`src/rtl/bsg_axil_pkg.sv`:
```
// Shared AXI-lite definitions: serializer FSM states and response encodings.
package bsg_axil_pkg;

  typedef enum logic [2:0] {
    e_idle,
    e_rd_addr,
    e_rd_data,
    e_wr_req,
    e_wr_resp
  } axil_rw_state_e;

  localparam logic [1:0] axil_resp_okay_gp   = 2'b00;
  localparam logic [1:0] axil_resp_slverr_gp = 2'b10;

endpackage

```
`src/rtl/bsg_axil_rw_serializer_if.sv`:
```
// AXI-lite port bundle; master drives addr/data/ready-for-responses, slave the rest.
interface bsg_axil_rw_serializer_if
  #(parameter int unsigned addr_width_p = 32
  , parameter int unsigned data_width_p = 32
  );

  logic [addr_width_p-1:0]   awaddr;
  logic [2:0]                awprot;
  logic                      awvalid;
  logic                      awready;

  logic [data_width_p-1:0]   wdata;
  logic [data_width_p/8-1:0] wstrb;
  logic                      wvalid;
  logic                      wready;

  logic [1:0]                bresp;
  logic                      bvalid;
  logic                      bready;

  logic [addr_width_p-1:0]   araddr;
  logic [2:0]                arprot;
  logic                      arvalid;
  logic                      arready;

  logic [data_width_p-1:0]   rdata;
  logic [1:0]                rresp;
  logic                      rvalid;
  logic                      rready;

  modport master
    (output awaddr, awprot, awvalid, input awready
    ,output wdata, wstrb, wvalid, input wready
    ,input bresp, bvalid, output bready
    ,output araddr, arprot, arvalid, input arready
    ,input rdata, rresp, rvalid, output rready
    );

  modport slave
    (input awaddr, awprot, awvalid, output awready
    ,input wdata, wstrb, wvalid, output wready
    ,output bresp, bvalid, input bready
    ,input araddr, arprot, arvalid, output arready
    ,output rdata, rresp, rvalid, input rready
    );

endinterface

```
`src/rtl/bsg_dff_reset.sv`:
```
// Register with synchronous active-high reset to a parameterised value.
module bsg_dff_reset
  #(parameter int unsigned            width_p     = 1
  , parameter logic [width_p-1:0]     reset_val_p = '0
  )
  (input  logic               clk_i
  ,input  logic               reset_i
  ,input  logic [width_p-1:0] data_i
  ,output logic [width_p-1:0] data_o
  );

  logic [width_p-1:0] data_q;

  always_ff @(posedge clk_i) begin
    if (reset_i)
      data_q <= reset_val_p;
    else
      data_q <= data_i;
  end

  assign data_o = data_q;

endmodule

```
`src/rtl/bsg_axil_rw_serializer.sv`:
```
// Serialises an AXI-lite slave port onto a master port with at most one
// transaction in flight and reads/writes granted alternately under contention.
module bsg_axil_rw_serializer
  import bsg_axil_pkg::*;
  #(parameter int unsigned addr_width_p = 32
  , parameter int unsigned data_width_p = 32
  )
  (input  logic                     clk_i
  ,input  logic                     reset_n_i
  ,bsg_axil_rw_serializer_if.slave  s00_axil
  ,bsg_axil_rw_serializer_if.master m00_axil
  );

  axil_rw_state_e state_q, state_d;
  logic [$bits(axil_rw_state_e)-1:0] state_raw;
  logic aw_done_q, aw_done_d, w_done_q, w_done_d;
  logic last_wr_q, last_wr_d;
  logic aw_hs, w_hs;

  logic m_awvalid, m_wvalid, m_bready, m_arvalid, m_rready;
  logic s_awready, s_wready, s_bvalid, s_arready, s_rvalid;

  bsg_dff_reset
    #(.width_p($bits(axil_rw_state_e)), .reset_val_p(e_idle))
    state_reg
     (.clk_i(clk_i), .reset_i(~reset_n_i), .data_i(state_d), .data_o(state_raw));

  assign state_q = axil_rw_state_e'(state_raw);

  bsg_dff_reset
    #(.width_p(2), .reset_val_p(2'b00))
    done_reg
     (.clk_i(clk_i), .reset_i(~reset_n_i)
     ,.data_i({aw_done_d, w_done_d}), .data_o({aw_done_q, w_done_q}));

  // Resets to "last was write" so the first contention goes to the read.
  bsg_dff_reset
    #(.width_p(1), .reset_val_p(1'b1))
    last_wr_reg
     (.clk_i(clk_i), .reset_i(~reset_n_i), .data_i(last_wr_d), .data_o(last_wr_q));

  always_comb begin
    state_d   = state_q;
    aw_done_d = aw_done_q;
    w_done_d  = w_done_q;
    last_wr_d = last_wr_q;
    aw_hs     = 1'b0;
    w_hs      = 1'b0;
    m_awvalid = 1'b0;
    m_wvalid  = 1'b0;
    m_bready  = 1'b0;
    m_arvalid = 1'b0;
    m_rready  = 1'b0;
    s_awready = 1'b0;
    s_wready  = 1'b0;
    s_bvalid  = 1'b0;
    s_arready = 1'b0;
    s_rvalid  = 1'b0;

    unique case (state_q)
      e_idle: begin
        if (s00_axil.arvalid && (!s00_axil.awvalid || last_wr_q)) begin
          state_d   = e_rd_addr;
          last_wr_d = 1'b0;
        end else if (s00_axil.awvalid) begin
          state_d   = e_wr_req;
          last_wr_d = 1'b1;
        end
      end

      e_rd_addr: begin
        m_arvalid = s00_axil.arvalid;
        s_arready = m00_axil.arready;
        if (s00_axil.arvalid && m00_axil.arready)
          state_d = e_rd_data;
      end

      e_rd_data: begin
        m_rready = s00_axil.rready;
        s_rvalid = m00_axil.rvalid;
        if (m00_axil.rvalid && s00_axil.rready)
          state_d = e_idle;
      end

      e_wr_req: begin
        m_awvalid = s00_axil.awvalid & ~aw_done_q;
        s_awready = m00_axil.awready & ~aw_done_q;
        m_wvalid  = s00_axil.wvalid & ~w_done_q;
        s_wready  = m00_axil.wready & ~w_done_q;
        aw_hs     = s00_axil.awvalid & m00_axil.awready & ~aw_done_q;
        w_hs      = s00_axil.wvalid & m00_axil.wready & ~w_done_q;
        // Completion counts a flag already set or a handshake this cycle.
        if ((aw_done_q | aw_hs) && (w_done_q | w_hs)) begin
          state_d   = e_wr_resp;
          aw_done_d = 1'b0;
          w_done_d  = 1'b0;
        end else begin
          aw_done_d = aw_done_q | aw_hs;
          w_done_d  = w_done_q | w_hs;
        end
      end

      e_wr_resp: begin
        m_bready = s00_axil.bready;
        s_bvalid = m00_axil.bvalid;
        if (m00_axil.bvalid && s00_axil.bready)
          state_d = e_idle;
      end

      default: state_d = e_idle;
    endcase
  end

  assign m00_axil.awaddr = s00_axil.awaddr;
  assign m00_axil.awprot = s00_axil.awprot;
  assign m00_axil.wdata  = s00_axil.wdata;
  assign m00_axil.wstrb  = s00_axil.wstrb;
  assign m00_axil.araddr = s00_axil.araddr;
  assign m00_axil.arprot = s00_axil.arprot;
  assign s00_axil.bresp  = m00_axil.bresp;
  assign s00_axil.rdata  = m00_axil.rdata;
  assign s00_axil.rresp  = m00_axil.rresp;

  // Handshakes are forced low while reset is held, whatever the stale state.
  assign m00_axil.awvalid = reset_n_i & m_awvalid;
  assign m00_axil.wvalid  = reset_n_i & m_wvalid;
  assign m00_axil.bready  = reset_n_i & m_bready;
  assign m00_axil.arvalid = reset_n_i & m_arvalid;
  assign m00_axil.rready  = reset_n_i & m_rready;
  assign s00_axil.awready = reset_n_i & s_awready;
  assign s00_axil.wready  = reset_n_i & s_wready;
  assign s00_axil.bvalid  = reset_n_i & s_bvalid;
  assign s00_axil.arready = reset_n_i & s_arready;
  assign s00_axil.rvalid  = reset_n_i & s_rvalid;

`ifndef SYNTHESIS
  a_ar_aw_mutex: assert property (@(posedge clk_i) disable iff (!reset_n_i)
    !(m00_axil.arvalid && m00_axil.awvalid));

  a_s_ar_stable: assert property (@(posedge clk_i) disable iff (!reset_n_i)
    (s00_axil.arvalid && !s00_axil.arready) |=> s00_axil.arvalid);

  a_s_aw_stable: assert property (@(posedge clk_i) disable iff (!reset_n_i)
    (s00_axil.awvalid && !s00_axil.awready) |=> s00_axil.awvalid);

  a_s_w_stable: assert property (@(posedge clk_i) disable iff (!reset_n_i)
    (s00_axil.wvalid && !s00_axil.wready) |=> s00_axil.wvalid);
`endif

endmodule

```
`src/flat_wrapper.sv`:
```
// flat-port wrapper written by rule: the top's interface ports become plain ports
module bsg_axil_rw_serializer_flat import bsg_axil_pkg::*;
#(parameter int unsigned addr_width_p = 32
  , parameter int unsigned data_width_p = 32
  )
  (clk_i, reset_n_i, s00_axil_awaddr, s00_axil_awprot, s00_axil_awvalid, s00_axil_awready, s00_axil_wdata, s00_axil_wstrb, s00_axil_wvalid, s00_axil_wready, s00_axil_bresp, s00_axil_bvalid, s00_axil_bready, s00_axil_araddr, s00_axil_arprot, s00_axil_arvalid, s00_axil_arready, s00_axil_rdata, s00_axil_rresp, s00_axil_rvalid, s00_axil_rready, m00_axil_awaddr, m00_axil_awprot, m00_axil_awvalid, m00_axil_awready, m00_axil_wdata, m00_axil_wstrb, m00_axil_wvalid, m00_axil_wready, m00_axil_bresp, m00_axil_bvalid, m00_axil_bready, m00_axil_araddr, m00_axil_arprot, m00_axil_arvalid, m00_axil_arready, m00_axil_rdata, m00_axil_rresp, m00_axil_rvalid, m00_axil_rready);
  bsg_axil_rw_serializer_if #(.addr_width_p(addr_width_p), .data_width_p(data_width_p)) s00_axil_i ();
  bsg_axil_rw_serializer_if #(.addr_width_p(addr_width_p), .data_width_p(data_width_p)) m00_axil_i ();
  input  logic clk_i;
  input  logic reset_n_i;
  input wire logic [$bits(s00_axil_i.awaddr)-1:0] s00_axil_awaddr;
  input wire logic [$bits(s00_axil_i.awprot)-1:0] s00_axil_awprot;
  input wire logic [$bits(s00_axil_i.awvalid)-1:0] s00_axil_awvalid;
  output wire logic [$bits(s00_axil_i.awready)-1:0] s00_axil_awready;
  input wire logic [$bits(s00_axil_i.wdata)-1:0] s00_axil_wdata;
  input wire logic [$bits(s00_axil_i.wstrb)-1:0] s00_axil_wstrb;
  input wire logic [$bits(s00_axil_i.wvalid)-1:0] s00_axil_wvalid;
  output wire logic [$bits(s00_axil_i.wready)-1:0] s00_axil_wready;
  output wire logic [$bits(s00_axil_i.bresp)-1:0] s00_axil_bresp;
  output wire logic [$bits(s00_axil_i.bvalid)-1:0] s00_axil_bvalid;
  input wire logic [$bits(s00_axil_i.bready)-1:0] s00_axil_bready;
  input wire logic [$bits(s00_axil_i.araddr)-1:0] s00_axil_araddr;
  input wire logic [$bits(s00_axil_i.arprot)-1:0] s00_axil_arprot;
  input wire logic [$bits(s00_axil_i.arvalid)-1:0] s00_axil_arvalid;
  output wire logic [$bits(s00_axil_i.arready)-1:0] s00_axil_arready;
  output wire logic [$bits(s00_axil_i.rdata)-1:0] s00_axil_rdata;
  output wire logic [$bits(s00_axil_i.rresp)-1:0] s00_axil_rresp;
  output wire logic [$bits(s00_axil_i.rvalid)-1:0] s00_axil_rvalid;
  input wire logic [$bits(s00_axil_i.rready)-1:0] s00_axil_rready;
  output wire logic [$bits(m00_axil_i.awaddr)-1:0] m00_axil_awaddr;
  output wire logic [$bits(m00_axil_i.awprot)-1:0] m00_axil_awprot;
  output wire logic [$bits(m00_axil_i.awvalid)-1:0] m00_axil_awvalid;
  input wire logic [$bits(m00_axil_i.awready)-1:0] m00_axil_awready;
  output wire logic [$bits(m00_axil_i.wdata)-1:0] m00_axil_wdata;
  output wire logic [$bits(m00_axil_i.wstrb)-1:0] m00_axil_wstrb;
  output wire logic [$bits(m00_axil_i.wvalid)-1:0] m00_axil_wvalid;
  input wire logic [$bits(m00_axil_i.wready)-1:0] m00_axil_wready;
  input wire logic [$bits(m00_axil_i.bresp)-1:0] m00_axil_bresp;
  input wire logic [$bits(m00_axil_i.bvalid)-1:0] m00_axil_bvalid;
  output wire logic [$bits(m00_axil_i.bready)-1:0] m00_axil_bready;
  output wire logic [$bits(m00_axil_i.araddr)-1:0] m00_axil_araddr;
  output wire logic [$bits(m00_axil_i.arprot)-1:0] m00_axil_arprot;
  output wire logic [$bits(m00_axil_i.arvalid)-1:0] m00_axil_arvalid;
  input wire logic [$bits(m00_axil_i.arready)-1:0] m00_axil_arready;
  input wire logic [$bits(m00_axil_i.rdata)-1:0] m00_axil_rdata;
  input wire logic [$bits(m00_axil_i.rresp)-1:0] m00_axil_rresp;
  input wire logic [$bits(m00_axil_i.rvalid)-1:0] m00_axil_rvalid;
  output wire logic [$bits(m00_axil_i.rready)-1:0] m00_axil_rready;
  assign s00_axil_i.awaddr = s00_axil_awaddr;
  assign s00_axil_i.awprot = s00_axil_awprot;
  assign s00_axil_i.awvalid = s00_axil_awvalid;
  assign s00_axil_awready = s00_axil_i.awready;
  assign s00_axil_i.wdata = s00_axil_wdata;
  assign s00_axil_i.wstrb = s00_axil_wstrb;
  assign s00_axil_i.wvalid = s00_axil_wvalid;
  assign s00_axil_wready = s00_axil_i.wready;
  assign s00_axil_bresp = s00_axil_i.bresp;
  assign s00_axil_bvalid = s00_axil_i.bvalid;
  assign s00_axil_i.bready = s00_axil_bready;
  assign s00_axil_i.araddr = s00_axil_araddr;
  assign s00_axil_i.arprot = s00_axil_arprot;
  assign s00_axil_i.arvalid = s00_axil_arvalid;
  assign s00_axil_arready = s00_axil_i.arready;
  assign s00_axil_rdata = s00_axil_i.rdata;
  assign s00_axil_rresp = s00_axil_i.rresp;
  assign s00_axil_rvalid = s00_axil_i.rvalid;
  assign s00_axil_i.rready = s00_axil_rready;
  assign m00_axil_awaddr = m00_axil_i.awaddr;
  assign m00_axil_awprot = m00_axil_i.awprot;
  assign m00_axil_awvalid = m00_axil_i.awvalid;
  assign m00_axil_i.awready = m00_axil_awready;
  assign m00_axil_wdata = m00_axil_i.wdata;
  assign m00_axil_wstrb = m00_axil_i.wstrb;
  assign m00_axil_wvalid = m00_axil_i.wvalid;
  assign m00_axil_i.wready = m00_axil_wready;
  assign m00_axil_i.bresp = m00_axil_bresp;
  assign m00_axil_i.bvalid = m00_axil_bvalid;
  assign m00_axil_bready = m00_axil_i.bready;
  assign m00_axil_araddr = m00_axil_i.araddr;
  assign m00_axil_arprot = m00_axil_i.arprot;
  assign m00_axil_arvalid = m00_axil_i.arvalid;
  assign m00_axil_i.arready = m00_axil_arready;
  assign m00_axil_i.rdata = m00_axil_rdata;
  assign m00_axil_i.rresp = m00_axil_rresp;
  assign m00_axil_i.rvalid = m00_axil_rvalid;
  assign m00_axil_rready = m00_axil_i.rready;
  bsg_axil_rw_serializer #(.addr_width_p(addr_width_p), .data_width_p(data_width_p)) u_core (.clk_i(clk_i), .reset_n_i(reset_n_i), .s00_axil(s00_axil_i), .m00_axil(m00_axil_i));
endmodule
```
`config.mk`:
```
export PLATFORM = sky130hd
export DESIGN_NAME = bsg_axil_rw_serializer_flat
export DESIGN_NICKNAME = d
export VERILOG_FILES = /design/src/rtl/bsg_axil_pkg.sv /design/src/rtl/bsg_axil_rw_serializer_if.sv /design/src/rtl/bsg_dff_reset.sv /design/src/rtl/bsg_axil_rw_serializer.sv /design/src/flat_wrapper.sv
export SDC_FILE = /design/constraint.sdc
export NUM_CORES = 1
export LEC_CHECK = 0
export ABC_AREA = 1
export CELL_PAD_IN_SITES_DETAIL_PLACEMENT = 0
export CELL_PAD_IN_SITES_GLOBAL_PLACEMENT = 1
export CORE_MARGIN = 2
export CORE_UTILIZATION = 11
export CTS_CLUSTER_SIZE = 14
export DETAILED_ROUTE_END_ITERATION = 8
export GPL_TIMING_DRIVEN = 0
export PLACE_DENSITY_LB_ADDON = 0.1
export SLEW_MARGIN = 40
export SYNTH_ARGS = -nofsm -noshare
export SYNTH_HDL_FRONTEND = slang
export SYNTH_SLANG_ARGS = --single-unit
```
`constraint.sdc`:
```
create_clock -name clk_i -period 2.3 [get_ports clk_i]
set_input_delay 0.46 -clock clk_i [delete_from_list [all_inputs] [get_ports clk_i]]
set_output_delay 0.46 -clock clk_i [all_outputs]
set_load 0.1 [all_outputs]
```
==> After elaboration in Yosys (flattened, before gate mapping) <==
Cells that the tools add are included.
{ "totals": {"out_inout_bits": 152, "elab_cells": 66, "inputBits": 154, "register_bits": 6} }
{ "op_classes": {"reduce_logical": 11, "n_mux": 21, "n_bitwise": 22, "eq_ne": 9} }
{ "op_table": {"columns": ["cell", "count"], "rows": [
  ["1-bit bitwise AND", 18],
  ["3-bit two-way mux", 6],
  ["3-bit case mux with 5 select lines", 1],
  ["1-bit two-way mux", 14],
  ["2-bit by 1-bit inequality test with 1-bit output (second input constant)", 4],
  ["3-bit by 2-bit equality test with 1-bit output (second input constant)", 2],
  ["1-bit logical AND", 5],
  ["5-bit AND reduction", 1],
  ["3-bit by 1-bit equality test with 1-bit output (second input constant)", 1],
  ["3-bit equality test (second input constant)", 1],
  ["3-bit logical NOT", 1],
  ["3-bit by 2-bit inequality test with 1-bit output (second input constant)", 1],
  ["1-bit NOT", 2],
  ["1-bit bitwise OR", 2],
  ["2-bit AND reduction", 1],
  ["2-bit nonzero test", 1],
  ["1-bit logical NOT", 1],
  ["1-bit logical OR", 1]
]} }

==> Logic depth before layout (Yosys ltp) <==
{ "logic_depth": {"word_depth": 6, "ltp_mapped": 8, "ltp_nobuf": 8} }

==> Cells and area by module <==
Synthesis repeated with hierarchy kept, for this count alone.
{ "hier_totals": {"cells_unflattened": 226, "area_unflattened_um2": 1544.0} }
{ "by_module_without_submodules": {"columns": ["mod", "cells_each", "seq_area_each_um2", "area_per_inst_um2", "instances"], "rows": [
  ["bsg_axil_rw_serializer", 207, 0.0, 1375.1, 1],
  ["bsg_dff_reset at u_core.state_reg", 9, 60.1, 82.6, 1],
  ["bsg_dff_reset at u_core.done_reg", 6, 40.0, 55.1, 1],
  ["bsg_dff_reset at u_core.last_wr_reg", 4, 20.0, 31.3, 1]
]} }

==> Worst setup path before layout <==
OpenSTA, ideal clock, no wires.
{ "synth_path": {"kind": "input to output", "start": "input port reset_n_i", "end": "output port m00_axil_awvalid", "path_slack_ns": -1.687, "arrival_ns": 3.527, "stages": 3, "path_buffers": 1, "cell_sequence": "buf_6 > inv_1 > nor4_1"} }
{ "synth_between": {"elab_chain_cells": 1} }
{ "synth_lines": {"columns": ["item", "line", "text"], "rows": [
  ["from (decl)", "flat_wrapper.sv:10", "input logic reset_n_i;"],
  ["1-bit bitwise AND", "bsg_axil_rw_serializer.sv:125", "assign m00_axil.awvalid = reset_n_i & m_awvalid;"],
  ["to (decl)", "flat_wrapper.sv:32", "output wire logic [$bits(m00_axil_i.awvalid)-1:0] m00_axil_awvalid;"]
]} }
No other way between the ends.

==> Final worst setup path <==
{ "layout_path": {"start": "input port s00_axil_awvalid", "end": "output port m00_axil_awvalid"} }
{ "layout_between": {"elab_chain_cells": 3} }
{ "layout_lines": {"columns": ["item", "line", "text"], "rows": [
  ["from (decl)", "flat_wrapper.sv:13", "input wire logic [$bits(s00_axil_i.awvalid)-1:0] s00_axil_awvalid;"],
  ["1-bit bitwise AND", "bsg_axil_rw_serializer.sv:86", "m_awvalid = s00_axil.awvalid & ~aw_done_q;"],
  ["1-bit two-way mux", "bsg_axil_rw_serializer.sv:60", "unique case (state_q)"],
  ["1-bit bitwise AND", "bsg_axil_rw_serializer.sv:125", null]
]} }
No other way between the ends.

==> impl_metrics.py <==
metrics = {
    "synth": {
        "synth_top_area_share_pct": 69.1,
        "yosysWarnings": 0,
        "syn_area_per_cell_um2": 6.95,
        "synth-seq-cells": 6,
        "ys_types": 17,
        "ys_seq_area_share_pct": 7.79,
        "synth_area_leader_cell": "buf_4",
        "synth_cells": 222,
        "syn_area_mm2": 0.00154,
        "synth.area.top_cells": "buf_4 69%, dfxtp_1 7.8%, nand2_1 4.4%",
        "synth.net_count": 376,
    },
    "layout": {
        "layout-drive-gt1-share_pct": 81.9,
        "final_cells": 567,
        "num-nets-final": 543,
        "utilization_pct": 20.0,
        "nFillCells": 1563,
        "n_antenna_cell": 0,
        "area_growth_pct": 78.2,
    },
    "timing": {
        "min_period_ns": 2.15,
        "skew_ns": 0.000486,
        "slew-limit-headroom_pct": 66.9,
        "tightest_slew_ns": 0.500,
        "setup_viol": 0,
        "fmax_mhz": 465,
        "rsz0062_at_grt": "no",
        "period_share_pct": 93.5,
        "setup-tns-final_ns": 0,
        "finalMaxSlewViolations": 0,
        "holdWs_ns": 0.457,
        "hold_violations": 0,
    },
    "clock_tree": {
        "cts_tree": "yes",
        "clk_latency_ns": 0.23,
        "clk_pin_slew_ns": 0.03,
        "cts_buffers": 3,
        "root_buffer": "clkbuf_16",
        "cts_htree_levels": 1,
        "clk_path_buf_depth": 2,
        "clock_sinks": 6,
    },
    "worst_setup_path": {
        "endpoint_kind": "output port",
        "path_class": "input port to output port",
        "critPathMaxStageDelay_ns": 0.57,
        "required_ns": 1.84,
        "path_max_fanout": 5,
        "critPathSlowestCell": "clkdlybuf4s50_1",
        "crit_chain": "clkdlybuf4s50_1 -> inv_1 -> nor4_2 -> buf_4",
        "arrival_ns": 1.69,
        "critPathLaunchType": "input port",
    },
    "grt": {
        "grt_pass1_vias": 1291,
        "grt_pass1_wl_um": 6110,
        "antenna_found_initial": 0,
        "grt_max_degree": 11,
        "grt_overflow_total": 0,
        "grt_use_total_pct": 5.30,
    },
    "placed_design": {
        "portBuffers": 162,
        "hpwl_um": 4740,
        "gp_routability_congestion": 0.659,
        "place_inst": 564,
    },
    "drt": {
        "wl_um": 5070,
        "drc": 0,
        "drtIter0Drc": 22,
        "drtAntennaViolNets": 0,
        "avgViaCountPerCell": 3.15,
        "post_drt_wl_per_cell_um": 8.95,
        "num_vias": 1788,
        "dr.pass1.iters": 4,
    },
    "floorplan": {
        "die_h_um": 122,
        "pin_count": 306,
        "core_mm2": 0.0138,
        "dieArea_mm2": 0.0150,
        "row_count": 43,
        "fp.dieW_um": 122,
        "initial_utilization_pct": 11.2,
    },
    "power_and_ir_drop": {
        "vdd_ir_drop_max_v": 0.000184,
        "p_per_area_mw_per_mm2": 798,
        "power_leakage_nw": 1.59,
    },
    "job": {
        "cap_violations": 0,
    },
    "min_path": {
        "hold_path.class": "input port to register",
    },
    "run_status": {
        "status": "complete, no violations",
    },
}
synth_stat cells, drive strengths merged:
| master | n |
|---|---|
| buf | 143 |
| dfxtp | 6 |
| nor2 | 17 |
| inv | 9 |
| clkinv | 1 |
| nand3 | 8 |
| nor4 | 3 |
| nand2 | 21 |
| o21ai | 3 |
| a21oi | 7 |
| nor3 | 4 |
cells by family after synthesis:
family                 Yosys count  synth area share (%)
buffers and inverters          153                  72.6
AND/OR/NAND/NOR                 53                  15.7
AO/OA/AOI/OAI                   10                  3.97
flip-flops                       6                  7.79
final cells by class:
| class | instances | area (um2) | area share (%) |
|---|---|---|---|
| Sequential cell | 6 | 120 | 4.37 |
| Inverter | 10 | 42.5 | 1.55 |
| Timing Repair Buffer | 162 | 866 | 31.5 |
| Tap cell | 180 | 225 | 8.19 |
| Multi-Input combinational cell | 63 | 343 | 12.5 |
| Clock buffer | 3 | 75.1 | 2.73 |
| Buffer | 143 | 1080 | 39.2 |
metrics by stage:
| step | area [um2] | power, mW | setup WS (ns) |
|---|---|---|---|
| after floorplan | 1580 | 1.71 | -0.564 |
| after global placement | 3430 | 2.07 | -0.738 |
| after detailed placement | 2670 | 1.92 | 0.00539 |
| after CTS | 2750 | 2.21 | 0.00843 |
| after global routing | 2750 | 2.30 | 0.0324 |
| final | 2750 | 2.19 | 0.150 |
power breakdown:
part | switching, mW | internal [mW] | total (mW)
logic | 1.36 | 0.371 | 1.73
registers | 0.0419 | 0.137 | 0.179
clock network | 0.0615 | 0.223 | 0.285
total | 1.46 | 0.732 | 2.19
timing repair:
| item | in CTS | in global routing |
|---|---|---|
| hold buffers | 0 | 0 |
| gates resized for setup | 1 | 1 |
| buffers inserted | 0 | 0 |
| setup endpoints to repair | 1 | 1 |
critical path: cells and delay by family:
family        cells  cell delay [ns]
buf+inv           3             0.98
simple gates      1             0.25
layout by cell type (no fill, tap or decap), types with 2 or more instances in the layout:
cell type	count
clkdlybuf4s50_1	10
a21oi_1	7
nand3_1	8
nor2_2	7
clkbuf_16	3
nor3_2	3
buf_2	150
nand2_1	18
nor4_2	2
nand2_2	3
o21ai_0	2
inv_1	8
dfxtp_1	6
buf_4	143
nor2_1	9
state kept, by name, summed over array words and instances (netlist names):
register / flops
u_core.last_wr_reg.data_o: 1
u_core.state_reg.data_o: 3
u_core.done_reg.data_o: 2
worst paths after layout:
kind | from | endpoint | slack, ns | depth (start not counted)
setup / recovery | s00_axil_awvalid | m00_axil_awvalid | 0.15 | 4
hold reg to reg | u_core.last_wr_reg.data_o$_SDFFE_PN1P_ | u_core.last_wr_reg.data_o$_SDFFE_PN1P_ | 0.50 | 2
setup reg to reg | u_core.state_reg.data_o[2]$_SDFFE_PN0P_ | u_core.state_reg.data_o[1]$_SDFFE_PN0P_ | 1.04 | 7
hold / removal | reset_n_i | u_core.last_wr_reg.data_o$_SDFFE_PN1P_ | 0.46 | 2
metal layers:
metal	routed length, um	up-vias	track usage [%]
met3	852	5	2.56
met4	46	0	1.72
met5	0	-	0
met2	2690	160	9.79
met1	1480	745	5.15
li1	-	878	-
(Power assumes the default switching activity.)
